<file path="src/rtl/cr16_mem_pkg.sv">
// Shared constants for the CR16 memory-side stage: I/O word addresses and
// the bridge state encoding.
package cr16_mem_pkg;

  localparam logic [15:0] IO_SW  = 16'hFF00;
  localparam logic [15:0] IO_LED = 16'hFF01;
  localparam logic [15:0] IO_CNT = 16'hFF02;
  localparam logic [15:0] IO_HEX = 16'hFF03;

  typedef enum logic [1:0] {
    IDLE   = 2'd0,
    ACCESS = 2'd1,
    WAIT   = 2'd2,
    DONE   = 2'd3
  } state_t;

endpackage

</file>
<file path="src/rtl/io_reg_bank.sv">
// Memory-mapped I/O registers: switch synchroniser, LED and hex registers,
// free-running cycle counter, and the combinational read mux.
module io_reg_bank
  import cr16_mem_pkg::*;
#(
  parameter int DATA_W = 16,
  parameter int SW_W   = 10
) (
  input  logic              clk,
  input  logic              reset,
  input  logic              wr_en,
  input  logic [DATA_W-1:0] addr,
  input  logic [DATA_W-1:0] wdata,
  input  logic [SW_W-1:0]   sw,
  output logic [DATA_W-1:0] rd_data,
  output logic [DATA_W-1:0] led,
  output logic [DATA_W-1:0] hex
);

  logic [SW_W-1:0]   sw_meta;
  logic [SW_W-1:0]   sw_sync;
  logic [DATA_W-1:0] cnt;

  always_ff @(posedge clk) begin
    if (!reset) begin
      sw_meta <= '0;
      sw_sync <= '0;
      led     <= '0;
      hex     <= '0;
      cnt     <= '0;
    end else begin
      sw_meta <= sw;
      sw_sync <= sw_meta;
      if (wr_en && addr == IO_LED) led <= wdata;
      if (wr_en && addr == IO_HEX) hex <= wdata;
      // A write to the counter clears it, taking priority over the increment.
      if (wr_en && addr == IO_CNT) cnt <= '0;
      else                         cnt <= cnt + DATA_W'(1);
    end
  end

  always_comb begin
    rd_data = '0;
    case (addr)
      IO_SW:   rd_data = DATA_W'(sw_sync);
      IO_LED:  rd_data = led;
      IO_CNT:  rd_data = cnt;
      IO_HEX:  rd_data = hex;
      default: rd_data = '0;
    endcase
  end

endmodule

</file>
<file path="src/rtl/mem_io_bridge.sv">
// Memory-side stage: steers the fetch or data address to block RAM or the
// I/O registers, sequences RAM read latency and pulses ready on completion.
module mem_io_bridge
  import cr16_mem_pkg::*;
#(
  parameter int              DATA_W  = 16,
  parameter int              RAM_AW  = 14,
  parameter logic [DATA_W-1:0] IO_BASE = 16'hFF00,
  parameter int              SW_W    = 10
) (
  input  logic              clk,
  input  logic              reset,
  input  logic              req,
  input  logic              mem_s,
  input  logic              mem_wr_s,
  input  logic [DATA_W-1:0] pc,
  input  logic [DATA_W-1:0] daddr,
  input  logic [DATA_W-1:0] wdata,
  output logic [DATA_W-1:0] rdata,
  output logic              ready,
  output logic              busy,
  output logic              err,
  output logic [RAM_AW-1:0] ram_addr,
  output logic [DATA_W-1:0] ram_din,
  output logic              ram_we,
  input  logic [DATA_W-1:0] ram_dout,
  input  logic [SW_W-1:0]   sw,
  output logic [DATA_W-1:0] led,
  output logic [DATA_W-1:0] hex,
  output logic [1:0]        dbg_state
);

  // Handshake: req is accepted only in IDLE (busy low); each accepted req
  // yields exactly one single-cycle ready pulse, and req while busy is dropped.
  state_t            state, state_nxt;
  logic [DATA_W-1:0] a_q;
  logic [DATA_W-1:0] wd_q;
  logic              we_q;
  logic              is_io;
  logic              io_we;
  logic [DATA_W-1:0] io_rdata;

  assign is_io     = (a_q >= IO_BASE);
  assign ram_addr  = a_q[RAM_AW-1:0];
  assign ram_din   = wd_q;
  assign busy      = (state != IDLE);
  assign dbg_state = state;

  always_ff @(posedge clk) begin
    if (!reset) begin
      state <= IDLE;
      a_q   <= '0;
      wd_q  <= '0;
      we_q  <= 1'b0;
      rdata <= '0;
      err   <= 1'b0;
    end else begin
      state <= state_nxt;
      if (state == IDLE && req) begin
        a_q  <= mem_s ? pc : daddr;
        wd_q <= wdata;
        // A store on the fetch path is illegal: flag it and perform a read.
        we_q <= mem_wr_s & ~mem_s;
        if (mem_s && mem_wr_s) err <= 1'b1;
      end
      if (state == ACCESS && !we_q && is_io) rdata <= io_rdata;
      if (state == WAIT)                     rdata <= ram_dout;
    end
  end

  always_comb begin
    state_nxt = state;
    ram_we    = 1'b0;
    io_we     = 1'b0;
    ready     = 1'b0;
    case (state)
      IDLE: begin
        if (req) state_nxt = ACCESS;
      end
      ACCESS: begin
        if (we_q) begin
          ram_we    = ~is_io;
          io_we     = is_io;
          state_nxt = DONE;
        end else begin
          state_nxt = is_io ? DONE : WAIT;
        end
      end
      WAIT: state_nxt = DONE;
      DONE: begin
        ready     = 1'b1;
        state_nxt = IDLE;
      end
      default: state_nxt = IDLE;
    endcase
  end

  io_reg_bank #(
    .DATA_W(DATA_W),
    .SW_W  (SW_W)
  ) u_io (
    .clk    (clk),
    .reset  (reset),
    .wr_en  (io_we),
    .addr   (a_q),
    .wdata  (wd_q),
    .sw     (sw),
    .rd_data(io_rdata),
    .led    (led),
    .hex    (hex)
  );

endmodule

</file>
<file path="config.mk">
export PLATFORM = sky130hd
export DESIGN_NAME = mem_io_bridge
export DESIGN_NICKNAME = d
export VERILOG_FILES = /design/src/rtl/cr16_mem_pkg.sv /design/src/rtl/io_reg_bank.sv /design/src/rtl/mem_io_bridge.sv
export SDC_FILE = /design/constraint.sdc
export NUM_CORES = 1
export LEC_CHECK = 0
export ABC_AREA = 1
export BUFFER_PORTS_ARGS = -buffer_cell sky130_fd_sc_hd__buf_4
export CORE_MARGIN = 2
export CORE_UTILIZATION = 52
export DETAILED_ROUTE_END_ITERATION = 12
export PLACE_DENSITY = 0.78
export SLEW_MARGIN = 40
export SYNTH_ARGS = -nofsm -noshare
export SYNTH_HDL_FRONTEND = slang
export SYNTH_SLANG_ARGS = --single-unit
</file>
<file path="constraint.sdc">
create_clock -name clk -period 2.14 [get_ports clk]
set_input_delay 0.107 -clock clk [delete_from_list [all_inputs] [get_ports clk]]
set_output_delay 0.107 -clock clk [all_outputs]
set_load 0.01 [all_outputs]
</file>
== Word-level counts from Yosys, hierarchy flattened ==
Index checks and enable logic that the tools add are counted.
Operators by class
  add/subtract/negate cells: 1
  magnitude comparators: 1
  eq/ne operators: 8
  multiplexer cells: 13
  bitwise gates (word level): 4
  reductions and logical operators: 13
Operator list (count)
  16-bit == test, second input constant: 4
  16-bit one-hot mux with 4 select lines: 1
  16-bit 2-to-1 mux: 3
  16-bit by 1-bit adder with 16-bit output, second input constant: 1
  16-bit >= comparator, second input constant: 1
  2-bit one-hot mux with 4 select lines: 1
  1-bit logical AND: 7
  1-bit 2-to-1 mux: 7
  2-bit == test, second input constant: 2
  2-bit nonzero test: 2
  1-bit NOT: 3
  2-bit by 1-bit == test with 1-bit output, second input constant: 1
  2-bit zero test: 1
  2-bit 2-to-1 mux: 1
  2-bit != test, second input constant: 1
  2-bit AND reduction: 1
  2-bit OR reduction: 1
  1-bit bitwise AND: 1
  1-bit zero test: 1
Word-level totals
  register bits: 120
  bits of input ports: 79
  logic and storage cells: 51

== Logic depth before layout (Yosys ltp) ==
  depth after elaboration: 5
  depth in mapped cells: 10
  mapped depth without buffers: 9

== By module ==
Synthesis repeated with hierarchy kept, for this count alone.
Unflattened totals
  cell total of the unflattened synthesis: 884
  area total of the unflattened synthesis: 6005.8 sq um
By module, submodules not included
  io_reg_bank: instances 1, cells an instance 513, area an instance 3362.0 sq um
  mem_io_bridge: instances 1, cells an instance 371, area an instance 2643.8 sq um

== Worst setup path before layout ==
No wires, ideal clock.
  kind: reg-to-reg
  start point: reg state[0] (netlist: dbg_state[0])
  end point: reg a_q[10]
  data arrival time: 1554 ps
  slack: 470 ps
  stages on the path, launching flop included: 9
  buffers on the path: 2
  period minus slack after synthesis: 1670 ps
  cells stage by stage: dfxtp_1 inv_1 ha_1 nand2_1 inv_1 buf_2 buf_1 o211ai_1 inv_1
On the way
  cells in the longest elaborated chain, start to end: 2
RTL lines
  from (decl): RTL line mem_io_bridge.sv:35  | state_t state, state_nxt;
  from (signal assigned): RTL line mem_io_bridge.sv:58  | state <= state_nxt;
  2-bit zero test: RTL line mem_io_bridge.sv:59  | if (state == IDLE && req) begin
  1-bit logical AND: RTL line mem_io_bridge.sv:59
  to (signal assigned): RTL line mem_io_bridge.sv:60  | a_q <= mem_s ? pc : daddr;
  to (decl): RTL line mem_io_bridge.sv:36  | logic [DATA_W-1:0] a_q;
Every way passes these cells.
A chain may end at the register's enable or synchronous reset.

== Final worst setup path ==
  start point: reg state[0] (netlist: dbg_state[0])
  end point: reg err
On the way
  cells in the longest elaborated chain, start to end: 3
RTL lines
  2-bit zero test: RTL line mem_io_bridge.sv:59
  1-bit logical AND: RTL line mem_io_bridge.sv:59
  2-bit AND reduction (no line)
  to (signal assigned): RTL line mem_io_bridge.sv:56  | err <= 1'b0;
  to (signal assigned): RTL line mem_io_bridge.sv:64  | if (mem_s && mem_wr_s) err <= 1'b1;
  to (decl): RTL line mem_io_bridge.sv:22  | output logic err,
Every way passes these cells.

==> impl_results.md <==
- Outcome: finished clean
- Placed cells: between 900 and 1000
- Root Buffer: clkbuf_8
- P_leak: approximately 3.7 nW
- PortBufs: ~160
- Worst Path Required: roughly 2500 ps
- Clock period minus worst slack: ~2000 ps
- Compound-cell area share of the yosys netlist: 14.0%
- Peak VDD IR: around 0.55 mV
- Dominant cells by area after synthesis: dfxtp_1 (44%), nand2_1 (10%), inv_1 (6.6%)
- Worst Clk Skew: slightly below 10 ps
- Fin Setup TNS: 0 ps
- Vias in the first global route: about 6000
- Synth Warn #: 0
- Tot GR Track Use: a little under a third
- Syn Area/Cell: roughly 7.3 sq um
- CTS tree: yes
- Xor and xnor area share after synthesis: approximately 1.3%
- Worst slack at placement: 408 ps
- Post-Synth Adder-Cell Area: 1.38%
- Largest fanout on the critical path: 18
- Post-Syn Nets: around 830
- Simple-Gate Fraction of Synth Area: about a quarter
- Die ar.: ~11000 sq um
- Drt pass-1 iters: 6
- Initial Util: a little over half
- Detail Route Antenna Nets: 0
- Number of synthesized flops with an enable pin: 0
- Clock tree sinks: 120
- H-tree depth: 4
- Critical Path AT: around 2400 ps
- Final hold viol count: 0
- Initial DRC Count: between 400 and 500
- Via count: just under 6000
- DIE HEIGHT: around 110 um
- Worst hold path depth: 5
- Ports: 163
- Startpoint Class: register
- DIE WIDTH: between 100 and 150 um
- Slew Viols, Final: 0
- Fin cells: about 1100
- Largest family of logic cells by synthesized area: simple AND/OR/NAND/NOR gates
- Max Cap Violations: 0
- Critical path endpoint category: register
- Final Cycle Share: between 90% and 100%
- Via density: between 5 and 6
- DRC violations left: 0
- Layout area overhead: 44.5%
- Synthesized area: about 5400 sq um
- Initial antenna violation count: 0
- Clock buffer count from CTS: 17
- Syn Inst Count: ~740
- Primary FF master, synth: dfxtp_1
- Routed WL per cell: approximately 16 um
- Util after Layout: approximately three quarters
- Dpl hpwl: 10800 um
- Layout Nets: roughly 1000
- First-pass GRT wire length: about 28000 um
- Finish-stage setup viols: 0
- Core area: a little over 10000 sq um
- GP Congestion: 0.925
- Diode count: 0
- Postcts setup bufs: 0
- R2r worst-path depth: 8
- Post-synthesis mux area share: 0%
- Max Freq: 0.501 GHz
- RSZ-0062 raised after global routing: true
- Reg clk slew, reported paths: 60 ps
- Clock Tree Buf Depth: 2
- Unique masters post-synth: 35
- Yosys reg bits: 120
- Critical setup path kind: reg -> reg
- Relative slew margins: 60.2%
- Grt total ovfl: 0
- PD cells: 987 nW/um^2
- Later-pin clock latency in the skew report: approximately 520 ps
- Share of the synthesized area in the top cell type: 44.1%
- FFs w/ async S/R, synth: 0%
- Setup ws final: roughly 140 ps
- Worst-margin pin slew: just under 600 ps
- Worst hold path type: in -> reg
- Fraction of layout cells with a size suffix above 1: 24.2%
- Seq/Total Area, Yosys: ~44%
- Largest net degree at the start of global routing: 55
- Synth area leader: dfxtp_1
- Site row count: 37
- Detailed Route WL: ~17000 um
==> Yosys cell counts, drive strengths merged, types with 3 or more instances <==
library cell  number
a21oi             56
and2               4
buf               35
clkbuf            14
clkinv             3
dfxtp            120
ha                 6
inv               96
nand2            156
nand3             60
nand4              3
nor2              96
nor3               4
o211ai            16
o21ai             63
xor2               7
==> placed cells by master (no fill, tap or decap), types with 2 or more instances in the layout <==
cell           synthesis  final
dfxtp_1              120    119
xor2_1                 7      7
inv_1                 95     93
nand2_2                2      2
inv_2                  1      2
clkbuf_16              0     16
nor2_2                 3      3
nand2_1              152    152
o21ai_1               27     27
nor2_1                87     87
dlygate4sd3_1          0     73
a21oi_1               46     46
nor3_1                 3      3
buf_4                 16    168
and2_4                 3      3
clkbuf_8               0      2
clkinv_2               0      5
a21oi_2               10     10
ha_1                   6      6
clkinv_1               3      3
o21ai_0               35     35
nor2_4                 6      6
nand2_4                2      2
clkinvlp_4             0      4
nand4_1                3      3
o211ai_1              16     16
nand3_1               59     59
bufinv_16              0      3
==> worst max-delay path: stages, from the launching register on <==
cell and delay [ps]:
dfxtp_2 380, inv_1 90, ha_1 220, nand2_1 120, buf_4 230, nor2_1 90
a21oi_1 130, dlygate4sd3_1 560, nor2_1 40
==> layer usage <==
layer | vias up | wire length (um) | share of wire, % | track usage, %
met5 | - | 0 | 0 | 0
met4 | 0 | 820 | 4.7 | 17.2
met3 | 66 | 1280 | 7.4 | 6.56
met2 | 303 | 8530 | 49 | 55.1
met1 | 2663 | 6690 | 39 | 35.4
li1 | 2763 | - | - | -
==> cells by family after synthesis <==
logic type | count (synthesis)
buf+inv | 148
fa+ha+maj | 6
xor+xnor | 8
compound gates | 136
flops | 120
simple gates | 325
==> per-stage QoR <==
step                      instance area (sq um)  total power [mW]  hold WS, ps
after floorplan                            5440              3.98          205
after global placement                     6540              4.69          291
after detailed placement                   6540              4.74          293
after CTS                                  7860              7.68        0.950
after global routing                       7860              8.12         65.6
final                                      7860              7.76         4.76
==> repair_timing <==
action / in CTS / in global routing
hold buffers: 73 / 0
resized for setup: 0 / 5
setup endpoints to repair: 0 / 7
endpoints found under the hold margin: 56 / 0
==> registers in the layout, summed over array words and instances (netlist names) <==
| register | cells |
|---|---|
| a_q | 16 |
| dbg_state | 2 |
| err | 1 |
| ram_din | 16 |
| rdata | 16 |
| u_io.cnt | 16 |
| u_io.hex | 16 |
| u_io.led | 16 |
| u_io.sw_meta | 10 |
| u_io.sw_sync | 10 |
| we_q | 1 |
==> path summary, 6_finish.rpt <==
path | start | end | slack (ps)
setup / recovery | dbg_state[0] | err | 140
hold / removal | ram_dout[5] | rdata[5] | 5
setup reg to reg | dbg_state[0] | err | 140
hold reg to reg | u_io.sw_meta[3] | u_io.sw_sync[3] | 410
==> report_power, final <==
part / switching, mW / leakage, nW / internal (mW) / total (mW)
sequential: 0.318 / 0.981 / 2.57 / 2.88
clock: 1.03 / 0.279 / 1.79 / 2.82
combinational: 1.11 / 2.47 / 0.951 / 2.06
==> area by class of cell <==
class / instances / area, sq um
fillers: 684 / 2370
well taps: 136 / 170
inverters: 99 / 374
clock inverters: 13 / 154
flip-flops and latches: 120 / 2400
multi-input cells: 475 / 2330
clock buffers: 18 / 428
repair buffers: 242 / 2000
No activity file was read; power rests on OpenSTA's default activity.
